**src/rtl/mem_port_arbiter_if.sv**
```systemverilog
// mem_port_arbiter_if: one requester's access port (request/grant, write data, routed read data)
interface mem_port_arbiter_if #(
  parameter int ADDRESS_SIZE = 9,
  parameter int DATA_WIDTH = 32
);
  logic req, we, lock, gnt, rvalid;
  logic [ADDRESS_SIZE-1:0] addr;
  logic [DATA_WIDTH-1:0] din, dout;
  modport master (output req, we, lock, addr, din, input gnt, rvalid, dout);
  modport slave (input req, we, lock, addr, din, output gnt, rvalid, dout);
endinterface

```
**src/rtl/mem_port_arbiter.sv**
```systemverilog
// mem_port_arbiter: round-robin host/engine arbiter for the single-port matrix memory with burst locks.
// Optional burst cap (forced lock release after MAX_BURST grants) enabled by MEM_ARB_BURST_CAP_EN.
module mem_port_arbiter #(
  parameter int ADDRESS_SIZE = 9,
  parameter int DATA_WIDTH = 32,
  parameter int RD_LATENCY = 1,
  parameter int MAX_BURST = 16
) (
  input  logic                    clk,
  input  logic                    reset,
  mem_port_arbiter_if.slave       h,
  mem_port_arbiter_if.slave       e,
  output logic [ADDRESS_SIZE-1:0] mem_addr,
  output logic [DATA_WIDTH-1:0]   mem_din,
  output logic                    mem_read,
  output logic                    mem_write,
  input  logic [DATA_WIDTH-1:0]   mem_dout,
  output logic                    lock_break
);
  typedef enum logic [1:0] {NONE, OWN_H, OWN_E} owner_t;
  owner_t owner_q, owner_d, owner_fsm;
  logic last_e_q, rd_e_q, acc, we_sel;
  logic [ADDRESS_SIZE-1:0] mem_addr_q;
  logic [DATA_WIDTH-1:0] mem_din_q;
  logic mem_read_q, mem_write_q;
  logic [RD_LATENCY-1:0] tag_v_q, tag_e_q;
  if (RD_LATENCY < 1 || RD_LATENCY > 4 || MAX_BURST < 1) begin : g_param_err
    $error("mem_port_arbiter: RD_LATENCY must be 1..4 and MAX_BURST >= 1");
  end
  // last_e_q breaks ties: whoever was served last yields
  assign h.gnt = owner_q == OWN_H ? h.req : owner_q == OWN_E ? 1'b0 : h.req & (~e.req | last_e_q);
  assign e.gnt = owner_q == OWN_E ? e.req : owner_q == OWN_H ? 1'b0 : e.req & (~h.req | ~last_e_q);
  assign acc = h.gnt | e.gnt;
  assign we_sel = e.gnt ? e.we : h.we;
  always_comb begin
    owner_fsm = owner_q;
    unique case (owner_q)
      NONE:    owner_fsm = (h.gnt & h.lock) ? OWN_H : (e.gnt & e.lock) ? OWN_E : NONE;
      OWN_H:   owner_fsm = h.gnt ? (h.lock ? OWN_H : NONE) : (~h.req & ~h.lock) ? NONE : OWN_H;
      OWN_E:   owner_fsm = e.gnt ? (e.lock ? OWN_E : NONE) : (~e.req & ~e.lock) ? NONE : OWN_E;
      default: owner_fsm = NONE;
    endcase
  end
`ifdef MEM_ARB_BURST_CAP_EN
  localparam int CW = $clog2(MAX_BURST + 1);
  logic [CW-1:0] cnt_q, cnt_d;
  logic own_gnt, oth_req, brk, lock_break_q;
  // the grant that completes MAX_BURST releases the lock at the same edge if the other side waits
  always_comb begin
    own_gnt = owner_q == OWN_H ? h.gnt : owner_q == OWN_E ? e.gnt : 1'b0;
    oth_req = owner_q == OWN_H ? e.req : h.req;
    brk = own_gnt & oth_req & (owner_fsm != NONE) & (int'(cnt_q) >= MAX_BURST - 1);
    owner_d = brk ? NONE : owner_fsm;
    cnt_d = owner_d == NONE ? '0 : owner_d != owner_q ? CW'(1) :
            (own_gnt & (int'(cnt_q) < MAX_BURST)) ? cnt_q + CW'(1) : cnt_q;
  end
  always_ff @(posedge clk or negedge reset)
    if (!reset) begin
      cnt_q <= '0;
      lock_break_q <= 1'b0;
    end else begin
      cnt_q <= cnt_d;
      lock_break_q <= brk;
    end
  assign lock_break = lock_break_q;
`else
  assign owner_d = owner_fsm;
  assign lock_break = 1'b0;
`endif
  always_ff @(posedge clk or negedge reset)
    if (!reset) begin
      owner_q <= NONE;
      last_e_q <= 1'b1;
      mem_addr_q <= '0;
      mem_din_q <= '0;
      mem_read_q <= 1'b0;
      mem_write_q <= 1'b0;
      rd_e_q <= 1'b0;
      tag_v_q <= '0;
      tag_e_q <= '0;
    end else begin
      owner_q <= owner_d;
      mem_read_q <= acc & ~we_sel;
      mem_write_q <= acc & we_sel;
      if (acc) begin
        last_e_q <= e.gnt;
        rd_e_q <= e.gnt;
        mem_addr_q <= e.gnt ? e.addr : h.addr;
        mem_din_q <= e.gnt ? e.din : h.din;
      end
      tag_v_q <= RD_LATENCY'({tag_v_q, mem_read_q});
      tag_e_q <= RD_LATENCY'({tag_e_q, rd_e_q});
    end
  assign mem_addr = mem_addr_q;
  assign mem_din = mem_din_q;
  assign mem_read = mem_read_q;
  assign mem_write = mem_write_q;
  assign h.rvalid = tag_v_q[RD_LATENCY-1] & ~tag_e_q[RD_LATENCY-1];
  assign e.rvalid = tag_v_q[RD_LATENCY-1] & tag_e_q[RD_LATENCY-1];
  assign h.dout = h.rvalid ? mem_dout : '0;
  assign e.dout = e.rvalid ? mem_dout : '0;
endmodule

```
**src/flat_wrapper.sv**
```systemverilog
// flat-port wrapper written by rule: the top's interface ports become plain ports
module mem_port_arbiter_flat 
#(
  parameter int ADDRESS_SIZE = 9,
  parameter int DATA_WIDTH = 32,
  parameter int RD_LATENCY = 1,
  parameter int MAX_BURST = 16
)
  (clk, reset, mem_addr, mem_din, mem_read, mem_write, mem_dout, lock_break, h_req, h_we, h_lock, h_addr, h_din, h_gnt, h_rvalid, h_dout, e_req, e_we, e_lock, e_addr, e_din, e_gnt, e_rvalid, e_dout);
  mem_port_arbiter_if #(.ADDRESS_SIZE(ADDRESS_SIZE), .DATA_WIDTH(DATA_WIDTH)) h_i ();
  mem_port_arbiter_if #(.ADDRESS_SIZE(ADDRESS_SIZE), .DATA_WIDTH(DATA_WIDTH)) e_i ();
  input  logic clk;
  input  logic reset;
  output logic [ADDRESS_SIZE-1:0] mem_addr;
  output logic [DATA_WIDTH-1:0] mem_din;
  output logic mem_read;
  output logic mem_write;
  input  logic [DATA_WIDTH-1:0] mem_dout;
  output logic lock_break;
  input wire logic [$bits(h_i.req)-1:0] h_req;
  input wire logic [$bits(h_i.we)-1:0] h_we;
  input wire logic [$bits(h_i.lock)-1:0] h_lock;
  input wire logic [$bits(h_i.addr)-1:0] h_addr;
  input wire logic [$bits(h_i.din)-1:0] h_din;
  output wire logic [$bits(h_i.gnt)-1:0] h_gnt;
  output wire logic [$bits(h_i.rvalid)-1:0] h_rvalid;
  output wire logic [$bits(h_i.dout)-1:0] h_dout;
  input wire logic [$bits(e_i.req)-1:0] e_req;
  input wire logic [$bits(e_i.we)-1:0] e_we;
  input wire logic [$bits(e_i.lock)-1:0] e_lock;
  input wire logic [$bits(e_i.addr)-1:0] e_addr;
  input wire logic [$bits(e_i.din)-1:0] e_din;
  output wire logic [$bits(e_i.gnt)-1:0] e_gnt;
  output wire logic [$bits(e_i.rvalid)-1:0] e_rvalid;
  output wire logic [$bits(e_i.dout)-1:0] e_dout;
  assign h_i.req = h_req;
  assign h_i.we = h_we;
  assign h_i.lock = h_lock;
  assign h_i.addr = h_addr;
  assign h_i.din = h_din;
  assign h_gnt = h_i.gnt;
  assign h_rvalid = h_i.rvalid;
  assign h_dout = h_i.dout;
  assign e_i.req = e_req;
  assign e_i.we = e_we;
  assign e_i.lock = e_lock;
  assign e_i.addr = e_addr;
  assign e_i.din = e_din;
  assign e_gnt = e_i.gnt;
  assign e_rvalid = e_i.rvalid;
  assign e_dout = e_i.dout;
  mem_port_arbiter #(.ADDRESS_SIZE(ADDRESS_SIZE), .DATA_WIDTH(DATA_WIDTH), .RD_LATENCY(RD_LATENCY), .MAX_BURST(MAX_BURST)) u_core (.clk(clk), .reset(reset), .h(h_i), .e(e_i), .mem_addr(mem_addr), .mem_din(mem_din), .mem_read(mem_read), .mem_write(mem_write), .mem_dout(mem_dout), .lock_break(lock_break));
endmodule
```
**config.mk**
```make
export PLATFORM = sky130hd
export DESIGN_NAME = mem_port_arbiter_flat
export DESIGN_NICKNAME = d
export VERILOG_FILES = /design/src/rtl/mem_port_arbiter_if.sv /design/src/rtl/mem_port_arbiter.sv /design/src/flat_wrapper.sv
export SDC_FILE = /design/constraint.sdc
export NUM_CORES = 1
export LEC_CHECK = 0
export BUFFER_PORTS_ARGS = -buffer_cell sky130_fd_sc_hd__buf_2
export CAP_MARGIN = 10
export CORE_MARGIN = 1.5
export CORE_UTILIZATION = 42
export CTS_BUF_LIST = sky130_fd_sc_hd__clkbuf_8
export CTS_CLUSTER_DIAMETER = 100
export CTS_CLUSTER_SIZE = 14
export DETAILED_ROUTE_END_ITERATION = 7
export PLACE_DENSITY = 0.83
export RECOVER_POWER = 50
export SYNTH_ARGS = -nofsm -noshare
export SYNTH_HDL_FRONTEND = slang
export SYNTH_SLANG_ARGS = --single-unit
export TNS_END_PERCENT = 50
```
**constraint.sdc**
```tcl
create_clock -name clk -period 1.63 [get_ports clk]
set_input_delay 0.0815 -clock clk [delete_from_list [all_inputs] [get_ports clk]]
set_output_delay 0.0815 -clock clk [all_outputs]
set_load 0.005 [all_outputs]
```
==> reports/results.tsv, run 1 <==
metric	value	unit
outcome	finished, final reports clean	
Synth Cell Area	3199	µm²
FF+latch count, synth	49	
root buffer cell	clkbuf_8	
Skew-Pair Late Insertion Delay	0.31	ns
Critical Path Sink Type	output pin	
initial antenna violation count	1	
drt wl/cell	17.54	µm
CP required	1.55	ns
first-pass GRT wire length	17190	µm
f_max	618.7	MHz
final setup vio count	0	
largest net degree at the start of global routing	34	
Hold Path Class	primary input to flip-flop	
DIE AREA	8150	µm²
PD cells	958.8	nW/µm²
Startpoint Class	flip-flop	
FILL cells	632	
Setup CP Type	flip-flop to output pin	
vias	3460	
Initial DRC Count	155	
synth warn	0	
crit-path cells	buf_4 -> nand2b_1 -> and2_4 -> o21ai_2 -> inv_1 -> buf_6	
CP max stage delay	0.40	ns
RR Endpoint	u_core.mem_addr[5]	
Leak Pwr	2.590	nW
min Tclk post-route	1.616	ns
max-cap check violation count	0	
hold slack	0.02704	ns
syn_area_per_cell	10.92	µm²
Fin Clk Skew	0.007196	ns
Post-Synthesis Cells	293	
final hold violation count	0	
register clock-pin slew on the reported worst setup and hold paths	0.09	ns
Hold EP	u_core.owner_q[1]	
Cell Area, Placed	4478	µm²
vias in the first global route	3441	
number of port buffers	232	
TritonRoute pass-1 iters	4	
Core ar.	7292	µm²
Slowest-stage cell, CP	dfrtp_1	
Overflow after GRT	0	
DR vias/cell	5.510	
Detail Route Antenna Nets	0	
Post-Route Utilization	0.6453	
drt total wl	11020	µm
nets@finish	649	
worst-path fanout max	3	
# IOs	234	
pins over their slew limit	0	
Clock Tree Buf Depth	2	
Num CTS Buffers	5	
Slew @ Worst Pin	1.278	ns
routability cong.	0.8471	
row cnt	31	
final worst-path cycle share	0.9915	
Mapped Nets	415	
post-synthesis sequential area ratio	0.3837	
FF-to-FF path depth	5	
Cell Count, Final, Fillers Out	628	
Die Wd	90.28	µm
r2r startpoint	u_core.last_e_q	
worst endpoint data arrival time	1.53	ns
share of cells above drive strength 1	0.5682	
DRC violations left	0	
max_slew headroom	0.1480	
Initial Utilization	0.4387	
clock sink count	49	
Global Route Usage Sum	0.2609	
WHS Path Cells	2	
dpl hpwl	8004	µm
CTS tree	done	
critical hold path startpoint	e_lock	
final non-filler cell area	4706	µm²
RSZ-0062 raised after global routing	true	
peak supply drop	0.6051	mV
area grow syn2layout	47.09	%
die extent in y	90.28	µm
dpl cells	609	
H-tree depth	2	
R2R setup slack	0.04	ns
post-synthesis cell type count	27	
==> cells in the mapped netlist (all sizes together) <==
cell	instances	share of area
dfstp	1	0.0082
a22o	1	0.0027
conb	1	0.0012
o221a	41	0.14
buf	22	0.047
a2bb2oi	41	0.11
and3	32	0.063
a21oi	2	0.0031
nand2	3	0.0059
and2	35	0.068
clkbuf	9	0.011
mux2i	41	0.13
o22a	1	0.0031
nor3b	2	0.0047
maj3	1	0.0035
a21o	1	0.0023
o22ai	1	0.0020
nand2b	2	0.0039
o21ai	1	0.0016
nor2b	1	0.0020
nor2	3	0.0035
inv	3	0.0035
dfrtp	48	0.38
==> worst max-delay path, delay by kind of cell, from the launching register on <==
family	cells	cell delay, ns
AO/OA/AOI/OAI	1	0.13
buffers and inverters	3	0.37
flip-flops	1	0.40
AND/OR/NAND/NOR	2	0.35
==> per-stage QoR <==
step / setup TNS [ns] / power (W) / setup slack (ns)
detailed placement: -1.086 / 0.003617 / -0.1047
floorplan: 0 / 0.002796 / 0.1949
finish: 0 / 0.004512 / 0.01380
global route: -0.09590 / 0.004753 / -0.04254
CTS: 0 / 0.004513 / 0.003040
global placement: -0.4414 / 0.003551 / -0.03019
==> where the power goes <==
group,switching (W),internal [W],leakage (nW)
Sequential,0.000235,0.00150,0.559
Combinational,0.000850,0.00112,1.98
Clock,0.000425,0.000385,0.0542
==> worst max path at each step <==
stage / from / end / slack (ns) / cells after the start
final: u_core.owner_q[1] / e_gnt / 0.01 / 6
after detailed placement: u_core.owner_q[1] / u_core.mem_din[4] / -0.10 / 5
after CTS: u_core.owner_q[1] / h_gnt / 0.003 / 7
after floorplan: u_core.last_e_q / u_core.mem_addr[4] / 0.19 / 5
after global placement: u_core.owner_q[1] / u_core.mem_din[29] / -0.03 / 5
after global routing: u_core.owner_q[0] / e_gnt / -0.04 / 4
==> area by class of cell <==
class / instances / area, µm² / area share
Multi-Input combinational cell: 211 / 1809 / 0.3845
Clock buffer: 7 / 96.34 / 0.02047
Tap cell: 99 / 123.9 / 0.02632
Antenna cell: 1 / 2.502 / 0.0005318
Sequential cell: 49 / 1229 / 0.2611
Timing Repair Buffer: 257 / 1424 / 0.3026
Inverter: 3 / 16.27 / 0.003457
Clock inverter: 1 / 5.005 / 0.001064
==> layout by cell type (no fill, tap or decap) <==
cell	count
buf_2	215
dfrtp_1	47
mux2i_1	41
a2bb2oi_1	41
o221a_2	41
and2_1	34
and3_1	32
buf_4	16
clkbuf_1	14
clkbuf_8	7
dlygate4sd3_1	3
buf_6	3
buf_12	3
a21oi_1	2
nor3b_1	2
nand2_1	2
nor2_4	2
nor2_1	2
diode_2	1
inv_2	1
nand2b_4	1
maj3_2	1
nand2_4	1
inv_6	1
nand2b_1	1
and2_4	1
o21ai_2	1
inv_1	1
nor2b_1	1
o22ai_1	1
a22o_1	1
a21o_1	1
o22a_2	1
conb_1	1
clkinv_2	1
bufbuf_16	1
buf_1	1
buf_8	1
dfstp_2	1
dfrtp_2	1
==> registers in the layout, indices dropped and copies added (netlist names) <==
| register | cells |
|---|---|
| u_core.mem_write | 1 |
| u_core.last_e_q | 1 |
| u_core.mem_read | 1 |
| u_core.mem_din | 32 |
| u_core.tag_e_q | 1 |
| u_core.tag_v_q | 1 |
| u_core.owner_q | 2 |
| u_core.rd_e_q | 1 |
| u_core.mem_addr | 9 |
==> cells by family (layout without fill, tap and decap cells) <==
logic type               after synthesis  count (layout)  share of synthesized area
AO/OA/AOI/OAI                         89              89                     0.2714
multiplexers                          41              41                     0.1283
flip-flops                            49              49                     0.3837
buffers and inverters                 34             268                    0.06101
other                                  1               2                   0.001172
AND/OR/NAND/NOR                       78              79                     0.1510
adder cells (fa/ha/maj)                1               1                   0.003519
==> layer usage <==
layer | part of all wire | wire [µm] | GRT usage
met5 | 0 | 0 | 0
met4 | 0.021 | 231 | 0.09788
met3 | 0.072 | 796 | 0.05892
met2 | 0.51 | 5594 | 0.4691
met1 | 0.40 | 4396 | 0.3005
==> what timing repair did <==
item / 4_1_cts / 5_1_grt
gates resized for setup: 7 / 7
hold buffers: 3 / 0
gates cloned: 2 / 0
endpoints found under the setup margin: 17 / 33
pin swaps: 3 / 4
endpoints found under the hold margin: 21 / 0
buffers inserted: 4 / 3
No activity file was read; power rests on OpenSTA's default activity.
==> inputs of run 2 (changes only) <==
--- a/config.mk
+++ b/config.mk
@@ -13,6 +13,7 @@
 export CTS_CLUSTER_DIAMETER = 100
 export CTS_CLUSTER_SIZE = 14
 export DETAILED_ROUTE_END_ITERATION = 7
+export HOLD_SLACK_MARGIN = 0.15
 export PLACE_DENSITY = 0.83
 export RECOVER_POWER = 50
 export SYNTH_ARGS = -nofsm -noshare
==> reports/results.tsv, run 2 (synthesized netlist as in run 1, its figures left out) <==
metric	value	unit	change
number of port buffers	232		unchanged
CP bufs+invs	5		was 3
worst-path fanout max	3		unchanged
commonest non-fill, non-tap cell in the layout	buf_2		unchanged
initial antenna violation count	1		unchanged
Fin Clk Skew	0.004388	ns	was 0.007196 ns
max reg flops	32		unchanged
max-cap check violation count	0		unchanged
final non-filler cell area	5584	µm²	was 4706 µm²
vias	4036		was 3460
DRC violations left	0		unchanged
critical hold path startpoint	h_req		was e_lock
Hold Path Class	primary input to flip-flop		unchanged
clock sink count	49		unchanged
f_max	620.5	MHz	was 618.7 MHz
WHS Path Cells	3		was 2
pins over their slew limit	0		unchanged
Startpoint Class	flip-flop		unchanged
R2R setup slack	0.02	ns	was 0.04 ns
DIE AREA	8150	µm²	unchanged
Critical Path Sink Type	output pin		unchanged
final hold violation count	0		unchanged
register clock-pin slew on the reported worst setup and hold paths	0.09	ns	about the same
dpl cells	609		unchanged
Global Route Usage Sum	0.3324		was 0.2609
PD cells	856.1	nW/µm²	was 958.8 nW/µm²
Leak Pwr	2.943	nW	was 2.590 nW
Initial DRC Count	292		was 155
setup_tns	0	ns	unchanged
peak supply drop	0.6984	mV	was 0.6051 mV
H-tree depth	2		unchanged
Crit path top cell by count	buf_6		
Detail Route Antenna Nets	0		unchanged
most frequent cells in the layout	buf_2, dlygate4sd3_1, dfrtp_1, mux2i_1		was buf_2, dfrtp_1, mux2i_1, a2bb2oi_1, o221a_2
CTS tree	done		unchanged
row cnt	31		unchanged
Pwr Total	0.004781	W	was 0.004512 W
nets@finish	736		was 649
min Tclk post-route	1.611	ns	was 1.616 ns
Hold EP	u_core.last_e_q		was u_core.owner_q[1]
outcome	finished, final reports clean		unchanged
final worst-path cycle share	0.9886		was 0.9915
delay-heaviest family, CP	buffers and inverters		was flip-flops
final setup vio count	0		unchanged
r2r startpoint	u_core.last_e_q		unchanged
routability cong.	0.8471		unchanged
vias in the first global route	4243		was 3441
TritonRoute pass-1 iters	5		was 4
Initial Utilization	0.4387		unchanged
CP required	1.55	ns	about the same
CP max stage delay	0.38	ns	was 0.40 ns
Core ar.	7292	µm²	unchanged
RSZ-0062 raised after global routing	true		unchanged
Post-Route Utilization	0.7658		was 0.6453
die extent in y	90.28	µm	unchanged
Cell Area, Placed	4478	µm²	unchanged
Slowest-stage cell, CP	dfrtp_1		unchanged
Clock Tree Buf Depth	2		unchanged
# IOs	234		unchanged
root buffer cell	clkbuf_8		unchanged
worst endpoint data arrival time	1.53	ns	about the same
largest net degree at the start of global routing	34		unchanged
RR Endpoint	u_core.mem_din[8]		was u_core.mem_addr[5]
drt wl/cell	19.24	µm	was 17.54 µm
Cell Count, Final, Fillers Out	716		was 628
dpl hpwl	8004	µm	unchanged
max_slew headroom	0.1576		was 0.1480
Overflow after GRT	0		unchanged
Die Wd	90.28	µm	unchanged
first-pass GRT wire length	21590	µm	was 17190 µm
drt total wl	13780	µm	was 11020 µm
Setup CP Type	flip-flop to output pin		unchanged
Slew @ Worst Pin	1.264	ns	was 1.278 ns
Skew-Pair Late Insertion Delay	0.30	ns	was 0.31 ns
Num CTS Buffers	5		unchanged
share of cells above drive strength 1	0.4846		was 0.5682
area grow syn2layout	74.54	%	was 47.09%
crit-path cells	inv_2 -> buf_6 -> maj3_2 -> nand2_4 -> buf_12 -> inv_6 -> buf_6		was buf_4 -> nand2b_1 -> and2_4 -> o21ai_2 -> inv_1 -> buf_6
FF-to-FF path depth	5		unchanged
DR vias/cell	5.637		was 5.510
[run 2: worst register-to-register path: stages, from the launching register on]
cell,delay (ns)
dfstp_2,0.54
nand2b_4,0.12
maj3_2,0.19
nand2_4,0.07
bufbuf_16,0.30
o221a_2,0.28
[run 2: how the worst max path moves through the flow]
stage	from	endpoint	slack, ns	depth (start not counted)
floorplan	u_core.last_e_q	u_core.mem_addr[4]	0.19	5
global placement	u_core.owner_q[1]	u_core.mem_din[29]	-0.03	5
detailed placement	u_core.owner_q[1]	u_core.mem_din[4]	-0.10	5
CTS	u_core.owner_q[1]	h_gnt	0.003	7
global route	u_core.owner_q[1]	h_gnt	-0.03	7
finish	u_core.owner_q[1]	h_gnt	0.02	7
[run 2: cell type report]
class	count	area, µm²
inverter	3	16.27
fill	495	1708
timing repair buffer	344	2270
tap	99	123.9
clock inverter	1	5.005
antenna	2	5.005
sequential	49	1229
clock buffer	7	96.34
multi-input combinational	211	1839
[run 2: what timing repair did]
item	4_1_cts	5_1_grt
gates cloned	2	0
setup endpoints to repair	17	34
resized for setup	7	10
hold buffers	88	0
pin swaps	3	4
buffers inserted	4	5
endpoints found under the hold margin	93	0
[run 2: layer usage]
metal | global-route usage | routed length [µm]
met1 | 0.3594 | 4943
met3 | 0.07912 | 1190
met5 | 0 | 0
met4 | 0.2077 | 744
met2 | 0.5827 | 6898
[run 2: report_power, final]
part           switching, W  internal, W
clock network      0.000415     0.000385
logic              0.000965      0.00126
registers          0.000258      0.00150
[run 2: through the flow]
stage / worst slack (ns) / hold slack [ns]
after floorplan: 0.1949 / -0.2141
after global placement: -0.03019 / 0.08055
after detailed placement: -0.1047 / 0.08110
after CTS: 0.003040 / 0.1785
after global routing: -0.03033 / 0.1778
final: 0.01851 / 0.1755
